### config.mk
export PLATFORM = sky130hd
export DESIGN_NAME = gpu_cmd_defer_queue
export DESIGN_NICKNAME = d
export VERILOG_FILES = /design/src/rtl/sparkbox_gpu_pkg.sv /design/src/rtl/gpu_sync_fifo.sv /design/src/rtl/gpu_cmd_defer_queue.sv
export SDC_FILE = /design/constraint.sdc
export NUM_CORES = 1
export LEC_CHECK = 0
export CAP_MARGIN = 20
export CORE_ASPECT_RATIO = 1.1
export CORE_MARGIN = 2
export CORE_UTILIZATION = 55
export DETAILED_ROUTE_END_ITERATION = 8
export GPL_ROUTABILITY_DRIVEN = 0
export PLACE_DENSITY = 0.76
export SETUP_SLACK_MARGIN = 0.2
export SLEW_MARGIN = 25
export SYNTH_ARGS = -nofsm -noshare
export SYNTH_HDL_FRONTEND = slang
export SYNTH_HIERARCHICAL = 1
export SYNTH_SLANG_ARGS = --single-unit
### constraint.sdc
create_clock -name clk_in -period 5 [get_ports clk_in]
set_input_delay 1.25 -clock clk_in [delete_from_list [all_inputs] [get_ports clk_in]]
set_output_delay 1.25 -clock clk_in [all_outputs]
set_load 0.02 [all_outputs]
### src/rtl/sparkbox_gpu_pkg.sv
// Types and constants shared by the GPU command path (scheduler and commandControlTop).
// Holds no logic.
// Nothing here applies backpressure.
package sparkbox_gpu_pkg;

    typedef enum logic [1:0] {
        ST_IDLE   = 2'd0,
        ST_RENDER = 2'd1,
        ST_DRAIN  = 2'd2
    } state_t;

    localparam int CMD_ADDR_W = 16;
    localparam int CMD_DATA_W = 16;

    localparam logic OP_READ  = 1'b0;
    localparam logic OP_WRITE = 1'b1;

endpackage

### src/rtl/gpu_sync_fifo.sv
// Synchronous show-ahead FIFO holding deferred commands.
// Latency: a push at N is readable at N+1. There is no push-to-pop bypass.
// Backpressure: a push while full and a pop while empty are ignored. The caller gates on full/empty.
module gpu_sync_fifo #(
    parameter int WIDTH = 32,
    parameter int DEPTH = 16,
    parameter int CNT_W = $clog2(DEPTH + 1)
) (
    input  logic             clk,
    input  logic             rst,
    input  logic             push_vld,
    input  logic [WIDTH-1:0] push_dat,
    input  logic             pop_vld,
    output logic [WIDTH-1:0] pop_dat,
    output logic             full,
    output logic             empty,
    output logic [CNT_W-1:0] count
);

    localparam int AW = $clog2(DEPTH);

    logic [WIDTH-1:0] mem [DEPTH];
    logic [AW-1:0]    wr_ptr;
    logic [AW-1:0]    rd_ptr;
    logic             do_push;
    logic             do_pop;

    assign full    = (count == CNT_W'(DEPTH));
    assign empty   = (count == '0);
    assign do_push = push_vld && !full;
    assign do_pop  = pop_vld && !empty;
    assign pop_dat = mem[rd_ptr];

    always_ff @(posedge clk) begin
        if (do_push) begin
            mem[wr_ptr] <= push_dat;
        end
    end

    // DEPTH is a power of two, so the pointers wrap without an explicit compare.
    always_ff @(posedge clk) begin
        if (rst) begin
            wr_ptr <= '0;
            rd_ptr <= '0;
            count  <= '0;
        end else begin
            if (do_push) wr_ptr <= wr_ptr + AW'(1);
            if (do_pop)  rd_ptr <= rd_ptr + AW'(1);
            case ({do_push, do_pop})
                2'b10:   count <= count + CNT_W'(1);
                2'b01:   count <= count - CNT_W'(1);
                default: count <= count;
            endcase
        end
    end

endmodule

### src/rtl/gpu_cmd_defer_queue.sv
// Passes reads through and defers writes issued during a frame render, then drains the deferred writes in order.
// Latency: 1 cycle from input accept or FIFO pop to out_valid.
// Backpressure: out_* hold while out_ready is low. in_ready drops when the output slot or the FIFO is full, and during the drain.
module gpu_cmd_defer_queue
    import sparkbox_gpu_pkg::*;
#(
    parameter int ADDR_W = CMD_ADDR_W,
    parameter int DATA_W = CMD_DATA_W,
    parameter int DEPTH  = 16,
    parameter int CNT_W  = $clog2(DEPTH + 1)
) (
    input  logic              clk_in,
    input  logic              rst_in,
    input  logic              render_active_in,
    input  logic              in_valid,
    output logic              in_ready,
    input  logic              in_is_write,
    input  logic [ADDR_W-1:0] in_addr,
    input  logic [DATA_W-1:0] in_data,
    output logic              out_valid,
    input  logic              out_ready,
    output logic              out_is_write,
    output logic [ADDR_W-1:0] out_addr,
    output logic [DATA_W-1:0] out_data,
    output logic              render_hold_out,
    output logic [CNT_W-1:0]  defer_count_out,
    output logic              protocol_err_out
);

    localparam int CMD_W = ADDR_W + DATA_W;

    state_t             state;
    logic               slot_free;
    logic               accept;
    logic               push;
    logic               load_in;
    logic               pop;
    logic               drain_done;
    logic               rerender_pend;
    logic               fifo_full;
    logic               fifo_empty;
    logic [CMD_W-1:0]   fifo_dat;
    logic [CNT_W-1:0]   fifo_count;

    always_comb begin
        slot_free = !out_valid || out_ready;
        in_ready  = 1'b0;
        if (!rst_in) begin
            case (state)
                ST_IDLE:   in_ready = slot_free;
                ST_RENDER: in_ready = (in_is_write == OP_WRITE) ? !fifo_full : slot_free;
                default:   in_ready = 1'b0;
            endcase
        end
    end

    assign accept     = in_valid && in_ready;
    assign push       = accept && (state == ST_RENDER) && (in_is_write == OP_WRITE);
    assign load_in    = accept && !push;
    assign pop        = (state == ST_DRAIN) && slot_free && !fifo_empty;
    assign drain_done = (state == ST_DRAIN) && fifo_empty && slot_free;

    gpu_sync_fifo #(
        .WIDTH (CMD_W),
        .DEPTH (DEPTH),
        .CNT_W (CNT_W)
    ) u_defer_fifo (
        .clk      (clk_in),
        .rst      (rst_in),
        .push_vld (push),
        .push_dat ({in_addr, in_data}),
        .pop_vld  (pop),
        .pop_dat  (fifo_dat),
        .full     (fifo_full),
        .empty    (fifo_empty),
        .count    (fifo_count)
    );

    assign render_hold_out = (state == ST_DRAIN);
    assign defer_count_out = fifo_count;

    always_ff @(posedge clk_in) begin
        if (rst_in) begin
            state            <= ST_IDLE;
            out_valid        <= 1'b0;
            out_is_write     <= 1'b0;
            out_addr         <= '0;
            out_data         <= '0;
            protocol_err_out <= 1'b0;
            rerender_pend    <= 1'b0;
        end else begin
            if (load_in) begin
                out_valid    <= 1'b1;
                out_is_write <= in_is_write;
                out_addr     <= in_addr;
                out_data     <= in_data;
            end else if (pop) begin
                out_valid              <= 1'b1;
                out_is_write           <= OP_WRITE;
                {out_addr, out_data}   <= fifo_dat;
            end else if (out_ready) begin
                out_valid <= 1'b0;
            end

            case (state)
                ST_IDLE: begin
                    if (render_active_in) state <= ST_RENDER;
                end
                ST_RENDER: begin
                    // A write pushed on the falling cycle must still be drained.
                    if (!render_active_in) begin
                        state <= (fifo_count != '0 || push) ? ST_DRAIN : ST_IDLE;
                    end
                end
                ST_DRAIN: begin
                    if (render_active_in) begin
                        protocol_err_out <= 1'b1;
                        rerender_pend    <= 1'b1;
                    end
                    if (drain_done) begin
                        state         <= (render_active_in || rerender_pend) ? ST_RENDER : ST_IDLE;
                        rerender_pend <= 1'b0;
                    end
                end
                default: state <= ST_IDLE;
            endcase
        end
    end

endmodule
**Word-level counts from Yosys, hierarchy flattened**

Memories as Yosys holds them, arrays and structs flattened. A register that Yosys moved wholly into a read port is not among the register bits.
Cells that the tools add are included.

- $lt $le $gt $ge: 0
- Multiplexer cells: 25
- Shift operators: 0
- $add $sub $neg: 4
- Bitwise operators: 0
- Reduce and logical (&&, ||, !) cells: 27
- Div/mod/pow operators: 0
- Eq/ne operators: 8
- Multipliers: 0

Operators with widths:

| operator | count |
|---|---|
| $mux W16 | 4 |
| $mux W1 | 12 |
| $logic_and A1 B1 Y1 | 10 |
| $pmux W5 S2 | 1 |
| $add A4 B1 Y4 const B | 2 |
| $mux W2 | 4 |
| $mux W4 | 2 |
| $pmux W2 S3 | 1 |
| $reduce_bool A2 Y1 | 3 |
| $add A5 B1 Y5 const B | 1 |
| $eq A5 B5 Y1 const B | 1 |
| $logic_not A5 Y1 | 1 |
| $reduce_bool A5 Y1 | 1 |
| $sub A5 B1 Y5 const B | 1 |
| $eq A2 B1 Y1 const B | 2 |
| $eq A2 B2 Y1 const B | 2 |
| $logic_not A1 Y1 | 4 |
| $ne A2 B2 Y1 const B | 2 |
| $reduce_and A2 Y1 | 2 |
| $logic_or A1 B1 Y1 | 3 |
| $reduce_and A3 Y1 | 1 |
| $reduce_bool A3 Y1 | 1 |
| $logic_not A2 Y1 | 1 |
| $ne A2 B1 Y1 const B | 1 |
| $pmux W1 S2 | 1 |

- Latch bits: 0
- Bits of input ports: 38
- Memories: 1
- Flip-flop bits (word level): 51
- Word-level logic and storage cells: 75
- Output and inout port bits: 42
- Bits in read-only memories: 0
- Memory bits (writable): 512

Memories:

| name | words | bits a word | rd ports | clocked after Yosys merged registers in | wr ports | line | source |
|---|---|---|---|---|---|---|---|
| u_defer_fifo.mem | 16 | 32 | 1 | 1 | 1 | gpu_sync_fifo.sv:22 | `logic [WIDTH-1:0] mem [DEPTH];` |

**Logic depth before layout (Yosys ltp)**

- Word-level depth: 12
- Gate-level depth with buffers: 15

**By module**

The synthesis kept the hierarchy.

By module, submodules not included:

| module | area each (µm²) | seq. area each (µm²) | cells an instance | times used |
|---|---|---|---|---|
| gpu_sync_fifo | 20290.7 | 15715.1 | 835 | 1 |
| gpu_cmd_defer_queue | 2164.6 | 760.7 | 239 | 1 |

**Worst setup path after synthesis**

Ideal clock, no wire load.

- Path type: input to register
- Start: input port rst_in
- End: memory u_defer_fifo.mem[0][0] (enable)
- Arrival: 4.748 ns
- Cell stages on the path: 6
- Buffers on the path: 2
- Path slack: -0.209 ns
- Cell sequence: clkbuf_1 -> clkbuf_1 -> nor4b_1 -> o21a_2 -> nand2_1 -> nor3_1

- Cells in the longest elaborated chain, start to end: 7

RTL lines:

| item | line | source |
|---|---|---|
| start, declared | gpu_cmd_defer_queue.sv:13 | `input logic rst_in,` |
| $mux W1 | gpu_cmd_defer_queue.sv:48 | `if (!rst_in) begin` |
| $logic_and A1 B1 Y1 | gpu_cmd_defer_queue.sv:57 | `assign accept = in_valid && in_ready;` |
| $logic_and A1 B1 Y1 (2 in series) | gpu_cmd_defer_queue.sv:58 | `assign push = accept && (state == ST_RENDER) && (in_is_write == OP_WRITE);` |
| named net push | gpu_cmd_defer_queue.sv:35 | `logic push;` |
| $logic_and A1 B1 Y1 | gpu_sync_fifo.sv:30 | `assign do_push = push_vld && !full;` |
| $mux W1 | gpu_sync_fifo.sv:35 | `if (do_push) begin` |
| $mux W1 (implied by the code) | gpu_sync_fifo.sv:36 | `mem[wr_ptr] <= push_dat;` |
| end, declared | gpu_sync_fifo.sv:22 |  |

The timed path passes the listed nets, and every way through them passes these cells.

**Final worst setup path**

- Start: input port in_is_write
- End: output port in_ready

- Cells in the longest elaborated chain, start to end: 3

RTL lines:

| item | line | source |
|---|---|---|
| start, declared | gpu_cmd_defer_queue.sv:17 | `input logic in_is_write,` |
| $mux W1 | gpu_cmd_defer_queue.sv:51 | `ST_RENDER: in_ready = (in_is_write == OP_WRITE) ? !fifo_full : slot_free;` |
| $pmux W1 S2 | gpu_cmd_defer_queue.sv:49 | `case (state)` |
| $mux W1 | gpu_cmd_defer_queue.sv:48 |  |
| end, declared | gpu_cmd_defer_queue.sv:16 | `output logic in_ready,` |

No other way between the ends.

==> impl_results.md <==
- R2R Path Start: u_defer_fifo/count[2]$_SDFFE_PP0P_
- Root Buffer: clkbuf_16
- Drt drc: 0
- TritonCTS clock tree: built
- Reg-to-Reg End: u_defer_fifo/count[2]$_SDFFE_PP0P_
- Layout cells sized above 1: 24.1%
- CTS sink cnt: 567
- Worst slew pin tran: 0.839 ns
- Worst rel slew slack: 44.1%
- Clock share of power: 40.9%
- Max-slew violations: 0
- First-pass GRT wire length: 75200 um
- Syn nets: 1120
- Post-synth cell types: 51
- Kind of start point of the critical path: input pin
- # hold bufs at CTS: 0
- Die footprint: 0.0425 mm2
- Top layer in use: met4
- Synth Warn #: 6
- EDFF count, synth: 512
- Max-cap violations: 0
- Hold Slack: 0.468 ns
- Total grt overflow: 0
- Crit. Startpoint: in_is_write
- Synthesis-to-layout area growth: 14.3%
- Clock Path Buffers: 3
- Unrepaired setup endpoints after global routing: no
- Met3 wire length: 4300 um
- TritonCTS buffer count: 53
- Worst reg2reg setup slack: 1.35 ns
- Period utilization: 86.3%
- Clk pin slew, worst setup/hold paths: 0.06 ns
- Internal power: 7480 uW
- Met1 wire length: 19900 um
- Fin cells: 1716
- PD cells: 367 mW/mm2
- Status: completed
- FF-to-FF path depth: 13
- Clk Latency, worst-skew pair: 0.58 ns
- Placed cell count: 1617
- Total GRT Usage: 24.1%
- DIE WIDTH: 197 um
- Psw: 1940 uW
- DR iter-0 viols: 1441
- Setup repair bufs after CTS: 0
- Post-Syn Area per Cell: 20.9 um2
- Mapped Area: 0.0225 mm2
- Cells after synthesis: 1074
- Most common cell after layout, fill and taps aside: edfxtp_1
- Core area: 0.0403 mm2
- Final wirelength: 50100 um
- H-tree Lvls: 2
- Layout fillers: 2629
- Number of synthesized register bits: 567
- Worst Hold Class: flip-flop to flip-flop
- Port Buffer Count: 79
- Reg power frac: 55.3%
- Critical Path Sink Type: primary output
- Starting Density: 55.8%
- Antenna violations before repair: 1
- Vias in the first global route: 11728
- Setup violations, final: 0
- Critical path peak fanout: 4
- Top_reg_cell synth: edfxtp_1
- Minimum clock period after layout: 4.31 ns
- Leakage: 0.00767 uW
- Hpwl dp: 26200 um
- Final nets: 1205
- Antenna Nets Post-Route: 0
- Peak supply drop: 269 uV
- Largest net degree at the start of global routing: 92
- Post-CTS sizing: 0
- Clock Skews: 0.0245 ns
- Vert. Die Dim: 216 um
- Ports: 80
- WL/cell: 29.2 um
- Vias/cell: 6.79
- WP data required: 3.75 ns
- Critical path class: input pin to primary output
- Crit path to: in_ready
- Hold_sp: protocol_err_out$_SDFFE_PP0P_
- Post-Route Utilization: 63.7%
- Post-synthesis sequential area ratio: 73.4%
- Asr flop ratio synth: 0%
- Switching part of the total power: 20.6%
- Drt pass-1 iters: 5
- Via count: 11655
- Total negative slack: 0 ns
- Comb pwr share: 3.7%
- Most frequent cells in the layout: edfxtp_1, mux4_2, clkdlybuf4s50_1
- FP Rows: 77
- Arrival time worst endpoint: 3.06 ns
- Fmax achieved: 232 MHz
- Metal2 WL: 24800 um
- Hold Vio Cnt, Final: 0
[cell type report]
cell class	count	area (um2)	share of cell area, %
sequential	567	16500	64.3
clock buffer	76	1530	5.94
multi-input combinational	411	5640	22.0
tap	513	642	2.50
inverter	11	41.3	0.161
clock inverter	22	140	0.546
antenna	1	2.50	0.00975
timing repair buffer	115	1180	4.60
[metal layers]
layer / vias up / GRT usage (%)
met5: - / 0
met4: 0 / 6.49
met3: 80 / 3.83
met2: 638 / 39.3
met1: 6164 / 34.5
li1: 4773 / -
[cell usage after synthesis, types with 2 or more instances]
master	number	area (um2)
a21oi_1	7	35.0
a22oi_1	2	15.0
a311oi_1	34	298
a31oi_1	3	18.8
buf_1	10	37.5
buf_2	7	35.0
buf_4	7	52.6
buf_6	13	146
clkbuf_1	48	180
dfxtp_1	55	1100
edfxtp_1	512	15400
ha_1	8	100
inv_1	9	33.8
inv_2	2	7.51
mux2i_1	3	30.0
mux4_1	16	420
mux4_2	144	3240
nand2_1	6	22.5
nand2b_1	5	31.3
nand3b_1	5	37.5
nand4b_1	33	289
nor2_1	28	105
nor2b_1	2	12.5
nor3_1	8	40.0
nor4_1	33	206
nor4b_1	2	17.5
o211ai_1	3	22.5
o21a_1	4	30.0
o31ai_1	33	248
or3_1	3	18.8
or4_1	3	22.5
xor2_1	7	61.3
[how the worst min path moves through the flow]
stage,to,cells after the start
after floorplan,rerender_pend$_SDFFE_PP0P_,2
after global placement,protocol_err_out$_SDFFE_PP0P_,2
after detailed placement,protocol_err_out$_SDFFE_PP0P_,2
after CTS,protocol_err_out$_SDFFE_PP0P_,2
after global routing,protocol_err_out$_SDFFE_PP0P_,2
final,protocol_err_out$_SDFFE_PP0P_,2
[metrics by stage]
step                      setup WS [ns]  area [um2]  total power, uW
after global routing              0.470       25700             9660
after detailed placement          0.671       24000             5660
after floorplan                   0.648       22500             5470
after global placement            0.707       24000             5650
after CTS                         0.691       25700             9480
final                             0.685       25700             9420
[sequential cells by signal, summed over array words and instances, names as in the netlist, named ones only]
signal / flops
state: 2
rerender_pend: 1
out_data: 16
out_valid: 1
out_addr: 16
u_defer_fifo/mem: 512
u_defer_fifo/rd_ptr: 4
u_defer_fifo/count: 5
out_is_write: 1
u_defer_fifo/wr_ptr: 4
protocol_err_out: 1
[power by group through the flow]
stage	clock network, uW	registers [uW]	logic (uW)
4_1_cts	3910	5210	355
6_report	3860	5210	353
2_1_floorplan	0	5330	135
3_5_place_dp	0	5310	353
5_1_grt	4070	5210	375
3_3_place_gp	0	5310	343
[critical path: stages]
cell,delay (ns)
clkdlybuf4s50_1,0.52
and2_1,0.17
nor2_1,0.05
a2111oi_0,0.40
clkdlybuf4s50_1,0.68
[cell families after synthesis]
logic type | share of synthesized area [%]
flip-flops | 73.4
multiplexers | 16.4
AND/OR/NAND/NOR | 3.82
AO/OA/AOI/OAI | 3.40
buffers and inverters | 2.20
XOR/XNOR | 0.312
adder cells (fa/ha/maj) | 0.446
(Power assumes the default switching activity.)
